File: src/rtl/fp_pkg.sv
// Shared floating-point definitions for the adder pipeline and its norm/round stage.
// Holds format defaults, the exponent bias helper, the canonical quiet-NaN
// builder and the bit positions inside the 4-bit flags vector.
package fp_pkg;

  localparam int unsigned EXP_W_DEF = 8;
  localparam int unsigned MAN_W_DEF = 23;

  // flags = {invalid, overflow, underflow, inexact}
  localparam int unsigned FLAG_W        = 4;
  localparam int unsigned FLG_INVALID   = 3;
  localparam int unsigned FLG_OVERFLOW  = 2;
  localparam int unsigned FLG_UNDERFLOW = 1;
  localparam int unsigned FLG_INEXACT   = 0;

  // Exponent bias for a given exponent width.
  function automatic int unsigned fp_bias(input int unsigned exp_w);
    return (32'd1 << (exp_w - 1)) - 32'd1;
  endfunction

  // Canonical quiet NaN {0, all-ones exp, 1, zeros}, right-aligned in 64 bits.
  function automatic logic [63:0] fp_qnan(input int unsigned exp_w, input int unsigned man_w);
    logic [63:0] q;
    q = '0;
    for (int i = 0; i < 64; i++) begin
      if ((i >= int'(man_w) - 1) && (i < int'(man_w + exp_w))) q[i] = 1'b1;
    end
    return q;
  endfunction

endpackage

File: src/rtl/fp_norm_round.sv
// Normalise, round-to-nearest-even and pack a significand/exponent pair.
// Purely combinational; intended as the last stage of an add or multiply pipe.
//   sign_i   : result sign
//   exp_i    : biased exponent (two's complement, EXP_W+2 bits) for the hidden-bit position
//   sig_i    : {carry, hidden, fraction[MAN_W], extra bits (>=3)}; zero means exact cancellation
//   result_c : packed IEEE-754 word
//   flags_c  : {invalid(always 0 here), overflow, underflow, inexact}
module fp_norm_round
  import fp_pkg::*;
#(
  parameter int unsigned EXP_W = EXP_W_DEF,
  parameter int unsigned MAN_W = MAN_W_DEF,
  parameter int unsigned IN_W  = MAN_W + 5
) (
  input  logic                   sign_i,
  input  logic [EXP_W+1:0]       exp_i,
  input  logic [IN_W-1:0]        sig_i,
  output logic [EXP_W+MAN_W:0]   result_c,
  output logic [FLAG_W-1:0]      flags_c
);

  localparam int unsigned NRM_W = IN_W - 1;
  localparam int unsigned EXTRA = NRM_W - (MAN_W + 1);
  localparam int unsigned LZ_W  = $clog2(NRM_W + 1);
  localparam int unsigned EXT_W = EXP_W + 2;
  localparam logic [EXT_W-2:0] EXP_OVF = (EXT_W-1)'((32'd1 << EXP_W) - 32'd1);

  logic [LZ_W-1:0]    lz;
  logic               found;
  logic [NRM_W-1:0]   norm;
  logic [EXT_W-1:0]   exp_n;
  logic [EXT_W-1:0]   exp_r;
  logic [MAN_W:0]     mant;
  logic [MAN_W+1:0]   mant_r;
  logic [MAN_W-1:0]   frac_r;
  logic               guard;
  logic               rest;
  logic               inexact;
  logic               rnd_up;

  // Leading-zero count below the carry position.
  always_comb begin
    lz    = '0;
    found = 1'b0;
    for (int i = NRM_W - 1; i >= 0; i--) begin
      if (!found) begin
        if (sig_i[i]) found = 1'b1;
        else          lz    = lz + LZ_W'(1);
      end
    end
  end

  // Normalise, round, then classify into zero / underflow / overflow / normal.
  always_comb begin
    norm     = '0;
    exp_n    = '0;
    result_c = '0;
    flags_c  = '0;
    if (sig_i[IN_W-1]) begin
      // carry out of the add: shift right one, fold the dropped bit into sticky
      norm  = {sig_i[IN_W-1:2], sig_i[1] | sig_i[0]};
      exp_n = exp_i + EXT_W'(1);
    end else begin
      norm  = sig_i[NRM_W-1:0] << lz;
      exp_n = exp_i - EXT_W'(lz);
    end

    mant    = norm[NRM_W-1 -: MAN_W+1];
    guard   = norm[EXTRA-1];
    rest    = |norm[EXTRA-2:0];
    inexact = guard | rest;
    rnd_up  = guard & (rest | mant[0]);
    mant_r  = {1'b0, mant} + (MAN_W+2)'(rnd_up);

    // rounding carry-out leaves 1.000..0: fraction is zero, exponent bumps
    exp_r  = mant_r[MAN_W+1] ? exp_n + EXT_W'(1) : exp_n;
    frac_r = mant_r[MAN_W+1] ? '0 : mant_r[MAN_W-1:0];

    if (sig_i == '0) begin
      result_c = '0;
    end else if (exp_r[EXT_W-1] || (exp_r == '0)) begin
      result_c                 = {sign_i, {(EXP_W+MAN_W){1'b0}}};
      flags_c[FLG_UNDERFLOW]   = 1'b1;
      flags_c[FLG_INEXACT]     = 1'b1;
    end else if (exp_r[EXT_W-2:0] >= EXP_OVF) begin
      result_c                 = {sign_i, {EXP_W{1'b1}}, {MAN_W{1'b0}}};
      flags_c[FLG_OVERFLOW]    = 1'b1;
      flags_c[FLG_INEXACT]     = 1'b1;
    end else begin
      result_c                 = {sign_i, exp_r[EXP_W-1:0], frac_r};
      flags_c[FLG_INEXACT]     = inexact;
    end
  end

endmodule

File: src/rtl/fp_add_pipe.sv
// Three-stage IEEE-754 adder/subtractor with valid/ready handshakes.
//   S1 unpack, special-case detect, align; S2 signed-magnitude add;
//   S3 normalise/round/pack into the output register.
// Subnormal inputs are flushed to signed zero; rounding is RNE.
//   clk, rst_n          : clock, async active-low reset
//   in_valid/in_ready   : operand handshake (a, b, sub)
//   out_valid/out_ready : result handshake (result, flags)
module fp_add_pipe
  import fp_pkg::*;
#(
  parameter int unsigned EXP_W = EXP_W_DEF,
  parameter int unsigned MAN_W = MAN_W_DEF
) (
  input  logic                 clk,
  input  logic                 rst_n,
  input  logic                 in_valid,
  output logic                 in_ready,
  input  logic [EXP_W+MAN_W:0] a,
  input  logic [EXP_W+MAN_W:0] b,
  input  logic                 sub,
  output logic                 out_valid,
  input  logic                 out_ready,
  output logic [EXP_W+MAN_W:0] result,
  output logic [FLAG_W-1:0]    flags
);

  localparam int unsigned W     = 1 + EXP_W + MAN_W;
  localparam int unsigned SIG_W = MAN_W + 1;
  localparam int unsigned ALN_W = MAN_W + 4;
  localparam int unsigned SUM_W = MAN_W + 5;
  localparam int unsigned EXT_W = EXP_W + 2;
  localparam logic [EXP_W-1:0] EXP_ALL1 = '1;
  localparam logic [W-1:0]     QNAN     = W'(fp_qnan(EXP_W, MAN_W));

  logic adv_c;

  // S1 combinational signals
  logic               a_s, b_s;
  logic [EXP_W-1:0]   a_e, b_e;
  logic [MAN_W-1:0]   a_f, b_f;
  logic               a_max, b_max, a_zero, b_zero;
  logic               a_nan, b_nan, a_inf, b_inf;
  logic               swap;
  logic [EXP_W-1:0]   big_e, sml_e, diff;
  logic [SIG_W-1:0]   a_sig, b_sig, sml_sig;
  logic [ALN_W-1:0]   sml_ext;

  logic               s1_spec_d;
  logic [W-1:0]       s1_spec_res_d;
  logic [FLAG_W-1:0]  s1_spec_flg_d;
  logic               s1_sign_d, s1_esub_d;
  logic [ALN_W-1:0]   s1_big_d, s1_sml_d;

  // Pipeline registers
  logic               s1_vld_q, s1_spec_q, s1_sign_q, s1_esub_q;
  logic [W-1:0]       s1_spec_res_q;
  logic [FLAG_W-1:0]  s1_spec_flg_q;
  logic [EXP_W-1:0]   s1_exp_q;
  logic [ALN_W-1:0]   s1_big_q, s1_sml_q;

  logic               s2_vld_q, s2_spec_q, s2_sign_q;
  logic [W-1:0]       s2_spec_res_q;
  logic [FLAG_W-1:0]  s2_spec_flg_q;
  logic [EXP_W-1:0]   s2_exp_q;
  logic [SUM_W-1:0]   s2_sum_d, s2_sum_q;

  logic [W-1:0]       nr_res_c;
  logic [FLAG_W-1:0]  nr_flg_c;

  // Single global stall: every stage moves when the output slot frees up.
  assign adv_c    = !out_valid | out_ready;
  assign in_ready = adv_c;

  // S1: unpack (sub flips b's sign first), classify, order by magnitude, align.
  always_comb begin
    a_s    = a[W-1];
    b_s    = b[W-1] ^ sub;
    a_e    = a[W-2 -: EXP_W];
    b_e    = b[W-2 -: EXP_W];
    a_f    = a[MAN_W-1:0];
    b_f    = b[MAN_W-1:0];
    a_max  = (a_e == EXP_ALL1);
    b_max  = (b_e == EXP_ALL1);
    a_zero = (a_e == '0);
    b_zero = (b_e == '0);
    a_nan  = a_max & (|a_f);
    b_nan  = b_max & (|b_f);
    a_inf  = a_max & ~(|a_f);
    b_inf  = b_max & ~(|b_f);

    // subnormals behave as zero: no hidden bit, no fraction
    a_sig  = a_zero ? '0 : {1'b1, a_f};
    b_sig  = b_zero ? '0 : {1'b1, b_f};
    swap   = {b_zero ? '0 : b_e, b_zero ? '0 : b_f} > {a_zero ? '0 : a_e, a_zero ? '0 : a_f};

    big_e     = swap ? b_e : a_e;
    sml_e     = swap ? (a_zero ? '0 : a_e) : (b_zero ? '0 : b_e);
    sml_sig   = swap ? a_sig : b_sig;
    diff      = big_e - sml_e;
    sml_ext   = {sml_sig, 3'b000};
    s1_sign_d = swap ? b_s : a_s;
    s1_esub_d = a_s ^ b_s;
    s1_big_d  = {swap ? b_sig : a_sig, 3'b000};

    // right-align the smaller operand, keeping everything shifted out as sticky
    if (32'(diff) >= MAN_W + 3) begin
      s1_sml_d = {{(ALN_W-1){1'b0}}, |sml_sig};
    end else begin
      s1_sml_d = (sml_ext >> diff) |
                 ALN_W'(|(sml_ext & ~({ALN_W{1'b1}} << diff)));
    end

    // NaN / infinity / double-zero results bypass the arithmetic path
    s1_spec_d     = a_max | b_max | (a_zero & b_zero);
    s1_spec_res_d = '0;
    s1_spec_flg_d = '0;
    if (a_nan || b_nan || (a_inf && b_inf && (a_s != b_s))) begin
      s1_spec_res_d              = QNAN;
      s1_spec_flg_d[FLG_INVALID] = (a_nan & ~a_f[MAN_W-1]) | (b_nan & ~b_f[MAN_W-1]) |
                                   (a_inf & b_inf);
    end else if (a_inf) begin
      s1_spec_res_d = {a_s, a[W-2:0]};
    end else if (b_inf) begin
      s1_spec_res_d = {b_s, b[W-2:0]};
    end else begin
      // only -0 + -0 keeps the negative sign
      s1_spec_res_d = {a_s & b_s, {(W-1){1'b0}}};
    end
  end

  // S2: magnitude add or subtract; larger magnitude is always the minuend.
  always_comb begin
    if (s1_esub_q) s2_sum_d = {1'b0, s1_big_q} - {1'b0, s1_sml_q};
    else           s2_sum_d = {1'b0, s1_big_q} + {1'b0, s1_sml_q};
  end

  // S3: normalise, round and pack.
  fp_norm_round #(
    .EXP_W (EXP_W),
    .MAN_W (MAN_W),
    .IN_W  (SUM_W)
  ) u_norm_round (
    .sign_i   (s2_sign_q),
    .exp_i    (EXT_W'(s2_exp_q)),
    .sig_i    (s2_sum_q),
    .result_c (nr_res_c),
    .flags_c  (nr_flg_c)
  );

  // Pipeline registers; everything advances together or holds.
  always_ff @(posedge clk or negedge rst_n) begin
    if (!rst_n) begin
      s1_vld_q      <= 1'b0;
      s1_spec_q     <= 1'b0;
      s1_spec_res_q <= '0;
      s1_spec_flg_q <= '0;
      s1_sign_q     <= 1'b0;
      s1_esub_q     <= 1'b0;
      s1_exp_q      <= '0;
      s1_big_q      <= '0;
      s1_sml_q      <= '0;
      s2_vld_q      <= 1'b0;
      s2_spec_q     <= 1'b0;
      s2_spec_res_q <= '0;
      s2_spec_flg_q <= '0;
      s2_sign_q     <= 1'b0;
      s2_exp_q      <= '0;
      s2_sum_q      <= '0;
      out_valid     <= 1'b0;
      result        <= '0;
      flags         <= '0;
    end else if (adv_c) begin
      s1_vld_q      <= in_valid;
      s1_spec_q     <= s1_spec_d;
      s1_spec_res_q <= s1_spec_res_d;
      s1_spec_flg_q <= s1_spec_flg_d;
      s1_sign_q     <= s1_sign_d;
      s1_esub_q     <= s1_esub_d;
      s1_exp_q      <= big_e;
      s1_big_q      <= s1_big_d;
      s1_sml_q      <= s1_sml_d;
      s2_vld_q      <= s1_vld_q;
      s2_spec_q     <= s1_spec_q;
      s2_spec_res_q <= s1_spec_res_q;
      s2_spec_flg_q <= s1_spec_flg_q;
      s2_sign_q     <= s1_sign_q;
      s2_exp_q      <= s1_exp_q;
      s2_sum_q      <= s2_sum_d;
      out_valid     <= s2_vld_q;
      result        <= s2_spec_q ? s2_spec_res_q : nr_res_c;
      flags         <= s2_spec_q ? s2_spec_flg_q : nr_flg_c;
    end
  end

endmodule

File: config.mk
export PLATFORM = sky130hd
export DESIGN_NAME = fp_add_pipe
export DESIGN_NICKNAME = d
export VERILOG_FILES = /design/src/rtl/fp_pkg.sv /design/src/rtl/fp_norm_round.sv /design/src/rtl/fp_add_pipe.sv
export SDC_FILE = /design/constraint.sdc
export NUM_CORES = 1
export LEC_CHECK = 0
export CORE_UTILIZATION = 45
export DETAILED_ROUTE_END_ITERATION = 10
export MAX_ROUTING_LAYER = met4
export PLACE_DENSITY_LB_ADDON = 0.3
export SLEW_MARGIN = 20
export SYNTH_ARGS = -nofsm -noshare
export SYNTH_HDL_FRONTEND = slang
export SYNTH_SLANG_ARGS = --single-unit
File: constraint.sdc
create_clock -name clk -period 40.5 [get_ports clk]
set_input_delay 6.075 -clock clk [delete_from_list [all_inputs] [get_ports clk]]
set_output_delay 6.075 -clock clk [all_outputs]
set_load 0.005 [all_outputs]
Word level (Yosys, flattened, before mapping)
Cells that the tools add are included.
{"block": "word_totals", "output_inout_bits": 38, "word_cells": 239, "input_bits": 69, "regBits": 205}
{"block": "classes", "muxes": 136, "reduce_logical": 15, "n_bitwise": 27, "shift": 3, "eq_ne": 3, "addsub": 33, "order_cmp": 3}
{"op": "two-way mux 5 bit", "n": 52}
{"op": "two-way mux 32 bit", "n": 5}
{"op": "adder 5 x 1 -> 5 bit, second input constant", "n": 25}
{"op": "two-way mux 24 bit", "n": 4}
{"op": "two-way mux 23 bit", "n": 3}
{"op": "two-way mux 31 bit", "n": 2}
{"op": "two-way mux 1 bit", "n": 59}
{"op": "two-way mux 27 bit", "n": 2}
{"op": "OR reduction 23 bit", "n": 2}
{"op": "two-way mux 8 bit", "n": 4}
{"op": "greater-than comparator 31 bit", "n": 1}
{"op": "adder 27 x 27 -> 28 bit", "n": 1}
{"op": "logical NOT 28 bit", "n": 1}
{"op": "two-way mux 28 bit", "n": 1}
{"op": "subtractor 27 x 27 -> 28 bit", "n": 1}
{"op": "AND 27 bit", "n": 1}
{"op": "inverter 27 bit", "n": 1}
{"op": "bitwise OR 27 x 1 -> 27 bit", "n": 1}
{"op": "OR reduction 27 bit", "n": 1}
{"op": "<< shifter 27 x 5 -> 27 bit", "n": 1}
{"op": "<< shifter 27 x 8 -> 27 bit, first input constant", "n": 1}
{"op": "right shift 27 x 8 -> 27 bit", "n": 1}
{"op": "adder 24 x 1 -> 25 bit", "n": 1}
{"op": "OR reduction 24 bit", "n": 1}
{"op": "22 further kinds", "n": 48}

Depth between registers and ports, before layout
{"block": "depth", "ltp_word": 91, "depth_mapped": 86, "mapped_depth_nobuf": 81}

Modules after synthesis
A second synthesis with hierarchy kept.
{"block": "hier_totals", "cells_unflattened": 2834, "hier_area_um2": 21364.2}
{"mod": "fp_add_pipe", "area_each_um2": 14034.7, "instances": 1, "cells_per_inst": 1695, "seq_area_each_um2": 5129.9}
{"mod": "fp_norm_round", "area_each_um2": 7329.5, "instances": 1, "cells_per_inst": 1139, "seq_area_each_um2": 0.0}

Worst setup path before layout
Ideal clock, no wire load.
{"block": "synth_timing", "path_kind": "reg-to-reg", "from": "reg s2_sum_q[26]", "to": "reg result[23]", "path_stages_with_launch": 87, "t_required_ns": 40.374, "arrival_time_ns": 15.056, "n_path_buf": 6, "slack_ns": 25.318, "period_less_slack_ns": 15.182, "setup_time_ns": 0.126, "path_cell_list": "dfrtp_1 > buf_6 > or2_1 > buf_6 > inv_6 > ha_1 > nor3_1 > nor2_1 > ha_1 > nor2b_1 > o211ai_1 > a22o_1 > ha_1 > nor2b_1 > a211oi_1 > nor3_1 > o21ai_0 > o21ai_0 > (+51 left out) > ha_1 > nor2b_1 > o21ai_0 > nand2b_1 > a21o_1 > a211o_1 > o32ai_1 > xor2_1 > nand2_1 > nor3_1 > xor2_1 > nor2_1 > o2111ai_1 > o22ai_1 > mux2i_1 > and2_4 > buf_6 > a221o_1"}
{"block": "synth_via", "elab_chain_len": 91, "word_cells_on_any_way": 123, "cone_classes": "29 x add/sub; 1 x order compare; 1 x shift; 86 x mux; 2 x bitwise; 4 x reduce/logical"}
{"item": "start, declared", "line_no": "fp_add_pipe.sv:65", "rtl": "logic [SUM_W-1:0] s2_sum_d, s2_sum_q;"}
{"item": "start signal, assigned", "line_no": "fp_add_pipe.sv:188", "rtl": "s2_sum_q <= s2_sum_d;"}
{"item": "two-way mux 1 bit", "line_no": "fp_norm_round.sv:47", "rtl": "if (sig_i[i]) found = 1'b1;"}
{"item": "adder 1 x 1 -> 2 bit", "line_no": "fp_norm_round.sv:48", "rtl": "else lz = lz + LZ_W'(1);"}
{"item": "two-way mux 5 bit", "line_no": "fp_norm_round.sv:47"}
{"item": "two-way mux 5 bit", "line_no": "fp_norm_round.sv:46", "rtl": "if (!found) begin"}
{"item": "adder 5 x 1 -> 5 bit", "line_no": "fp_norm_round.sv:48"}
{"item": "two-way mux 5 bit", "line_no": "fp_norm_round.sv:47"}
{"item": "two-way mux 5 bit", "line_no": "fp_norm_round.sv:46"}
{"item": "adder 5 x 1 -> 5 bit", "line_no": "fp_norm_round.sv:48"}
{"item": "(+75 left out)"}
{"item": "AND 1 bit", "line_no": "fp_norm_round.sv:72", "rtl": "rnd_up = guard & (rest | mant[0]);"}
{"item": "adder 24 x 1 -> 25 bit", "line_no": "fp_norm_round.sv:73", "rtl": "mant_r = {1'b0, mant} + (MAN_W+2)'(rnd_up);"}
{"item": "two-way mux 10 bit", "line_no": "fp_norm_round.sv:76", "rtl": "exp_r = mant_r[MAN_W+1] ? exp_n + EXT_W'(1) : exp_n;"}
{"item": "greater-or-equal comparator 9 x 8 -> 1 bit / logical NOT 10 bit (equally long branches)", "line_no": "fp_norm_round.sv:85, fp_norm_round.sv:81"}
{"item": "two-way mux 31 bit / logical OR 1 bit (equally long branches)", "line_no": "fp_norm_round.sv:85, fp_norm_round.sv:81"}
{"item": "two-way mux 31 bit", "line_no": "fp_norm_round.sv:81", "rtl": "end else if (exp_r[EXT_W-1] || (exp_r == '0)) begin"}
{"item": "two-way mux 32 bit *", "line_no": "fp_norm_round.sv:79", "rtl": "if (sig_i == '0) begin"}
{"item": "two-way mux 32 bit *", "line_no": "fp_add_pipe.sv:190", "rtl": "result <= s2_spec_q ? s2_spec_res_q : nr_res_c;"}
{"item": "end signal, assigned", "line_no": "fp_add_pipe.sv:190"}
{"item": "end, declared", "line_no": "fp_add_pipe.sv:23", "rtl": "output logic [EXP_W+MAN_W:0] result,"}
Mark *: on every way between the ends. The rest lies on a longest branch, timed or not.
A chain may end at the register's enable or synchronous reset.

Worst setup path after layout
{"block": "layout_timing", "from": "reg s2_sum_q[26]", "to": "reg result[0]"}
Same word-level chain as after synthesis.

==> run_results.csv <==
group,metric,value,unit
run_status,status,"finished, final reports clean",
worst_setup_path,r2r_slack,22.20,ns
sta,maxSlewViolCount,0,
worst_setup_path,critical_path.max_fanout,25,
synthesis,synth_top_area_share,26.6,%
grt,grt_pass1_wl,93.6,mm
routing,dr.pass1.iters,5,
floorplan,die-area,43700,µm²
floorplan,die-width,209,µm
floorplan,core_area,42100,µm²
pwr,switching_share,48.8,%
floorplan,start_util,45.8,%
routing,drt-initial-drc-count,1759,
cts,htreeDepth,1,
cts,postCtsResizedCells,0,
sta,fmax,0.0546,GHz
sta,holdWs,0.461,ns
final_layout,area_delta_synth_final,10.9,%
worst_setup_path,startpoint,"s2_sum_q[26]$_DFFE_PN0P_",
sta,finalCritPeriodShare,45.2,%
pwr,vdd_drop_max,0.0352,mV
cts,cts_buffers,24,
worst_setup_path,worst_ep_arrival_time,18.74,ns
final_layout,mostFrequentLayoutCell,"nand2_1",
sta,layout_min_cycle_time,18.30,ns
synthesis,syn_area,19300,µm²
cts,clk_path_buf_depth,3,
worst_setup_path,start_kind,"register",
synthesis,synth_top_area_cell,"dfrtp_1",
pwr,clockPowerShare,15.1,%
sta,setup-tns-final,0,ns
worst_setup_path,endpoint,"result[0]$_DFFE_PN0P_",
routing,postRouteAntennaNets,0,
grt,grt_max_degree,129,
worst_setup_path,slowest_delay,0.86,ns
final_layout,antennaDiodeCount,0,
routing,dr_total_vias,18400,
sta,tightestPinTransition,1.02,ns
pwr,intPower,0.000744,W
final_layout,nets,2716,
pwr,switchingPower,0.000710,W
cts,clockRootBuffer,"clkbuf_16",
sta,rsz0062_at_grt,"no",
floorplan,rows,75,
final_layout,utilization,50.8,%
cts,cts_tree,"yes",
cts,cts_setup_buffers,0,
grt,grt_pass1_vias,17600,
cts,clock-sinks,205,
routing,wl_per_cell,19.0,µm
worst_setup_path,path_common_cell,"ha_1",
worst_setup_path,cp.required,40.94,ns
synthesis,synth_nets,2720,
sta,skew,0.0285,ns
worst_setup_path,r2r_start,"s2_sum_q[26]$_DFFE_PN0P_",
min_path,hold_class,"reg -> reg",
job,cap_violations,0,
sta,finalSetupViolations,0,
worst_setup_path,slowest_stage,"nor4_4",
synthesis,synth_edf_count,0,
grt,gr-total-overflow,0,
pwr,power.total,0.00145,W
pwr,power_density,68.0,nW/µm²
place,gp_congestion,0.998,
routing,drc_errors,0,
min_path,hold-path-cell-count,2,
final_layout,instances_no_fill,3078,
pwr,power.leakage,9.49,nW
routing,wl,58.5,mm
place,portBuffers,106,
sta,finalHoldViolations,0,
floorplan,die_y,209,µm
final_layout,layout_common_cells,"nand2_1 (409), nor2_1 (250), dfrtp_1 (205)",
cts,cts.reportedPaths.clkPinSlew,0.06,ns
pwr,pwr-share-comb,60.5,%
synthesis,syn_avg_cell_area,7.63,µm²
routing,vias_per_cell,5.99,
cts,clock_latency,0.54,ns
worst_setup_path,endpoint_kind,"register",
synthesis,synth_flop_cell,"dfrtp_1",
synthesis,ys_types,96,
worst_setup_path,reg2reg_to,"result[0]$_DFFE_PN0P_",
grt,grt_usage,27.1,%
worst_setup_path,critical_path_class,"reg -> reg",
place,placedCellCount,3037,
synthesis,synth-seq-cells,205,
synthesis,synth_area_leaders,"dfrtp_1 (27%), nand2_1 (8.0%), ha_1 (7.8%)",
worst_setup_path,rr_worst_depth,77,
synthesis,synthCells,2528,
synthesis,ys_seq_area_share,26.6,%
floorplan,ioPinCount,107,
place,hpwl,44.4,mm
synthesis,synthArstFlopShare,100,%
cts,cts_hold_buf,0,
synthesis,yosys_warnings,0,
sta,maxSlewHeadroom,31.8,%
final_layout,drive_gt1_share,5.75,%
pwr,seqPwrFrac,24.4,%
grt,antenna_found_initial,0,
-- power groups by stage --
stage                     logic, W  registers (W)  clock network (W)
after CTS                 0.000871       0.000353           0.000225
after global placement    0.000857       0.000354                  0
after detailed placement  0.000867       0.000356                  0
final                     0.000879       0.000355           0.000219
after global routing      0.000968       0.000363           0.000232
after floorplan           0.000661       0.000296                  0
-- kinds of logic after synthesis --
logic type                 count (synthesis)  synth area share (%)
buffers and inverters                    280                  5.78
muxes                                    143                  7.78
AOI/OAI and AO/OA                        669                  21.8
DFF                                      205                  26.6
xor gates and xnor gates                 107                  5.92
and+or+nand+nor                          999                  23.9
adders and majority gates                125                  8.20
-- final cells by class --
type | count | area (µm²)
fill | 4104 | 20700
multi-input combinational | 2043 | 13100
sequential | 205 | 5130
timing repair buffer | 129 | 1240
tap | 539 | 674
clock buffer | 32 | 631
inverter | 121 | 462
clock inverter | 9 | 159
-- worst min-delay path by stage --
stage	endpoint	slack, ns	from
2_1_floorplan	s2_vld_q$_DFFE_PN0P_	0.43	s2_vld_q$_DFFE_PN0P_
3_3_place_gp	s2_spec_res_q[30]$_DFFE_PN0P_	0.44	s2_spec_res_q[30]$_DFFE_PN0P_
3_5_place_dp	s2_spec_res_q[17]$_DFFE_PN0P_	0.45	s1_spec_res_q[17]$_DFFE_PN0P_
4_1_cts	s2_spec_res_q[25]$_DFFE_PN0P_	0.46	s2_spec_res_q[25]$_DFFE_PN0P_
5_1_grt	s2_spec_res_q[25]$_DFFE_PN0P_	0.47	s2_spec_res_q[25]$_DFFE_PN0P_
6_report	s2_spec_res_q[23]$_DFFE_PN0P_	0.46	s2_spec_res_q[23]$_DFFE_PN0P_
-- Yosys cell counts, types with 15 or more instances --
cell type and instances:
nor4_1 23, o211ai_1 15, a211oi_1 19, nor3_1 54
clkbuf_1 131, o22ai_1 50, nand4_1 23, xnor2_1 63
a21o_1 36, nand2_1 409, and2_1 34, mux2i_1 115
and3_1 38, o31ai_1 15, nand2b_1 28, o21bai_1 17
mux2_2 25, ha_1 120, nand3_1 47, dfrtp_1 205
a31oi_1 23, nor2b_1 27, a21oi_1 193, o21a_1 27
xor2_1 27, inv_1 115, nor2_1 250, o21ai_0 162
-- critical path, delay by kind of cell, from the launching register on --
kind	cells	cell delay [ns]
compound gates	28	6.08
xor+xnor	3	1.11
fa+ha+maj	14	4.25
buf+inv	5	0.80
flops	1	0.47
mux	4	1.27
simple gates	23	4.19
-- sequential cells by signal (all words and copies together), names as in the netlist, 4 cells and up --
name           count
result            32
s1_spec_res_q     32
s2_spec_res_q     32
s2_sum_q          28
s1_sml_q          27
s1_big_q          24
s1_exp_q           8
s2_exp_q           8
flags              4
-- metal layers --
| metal | share of wire [%] | up-vias | GRT usage (%) |
|---|---|---|---|
| li1 | - | 8928 | - |
| met1 | 44 | 8753 | 34.7 |
| met2 | 47 | 624 | 44.7 |
| met3 | 4.9 | 139 | 2.37 |
| met4 | 3.5 | 0 | 9.79 |
| met5 | 0 | - | - |
-- per-stage QoR --
stage,worst slack [ns],instance area (µm²)
5_1_grt,20.30,21400
3_3_place_gp,23.07,20600
2_1_floorplan,25.32,19300
4_1_cts,22.41,21400
3_5_place_dp,22.46,20600
6_report,22.20,21400
No activity file was read; power rests on OpenSTA's default activity.
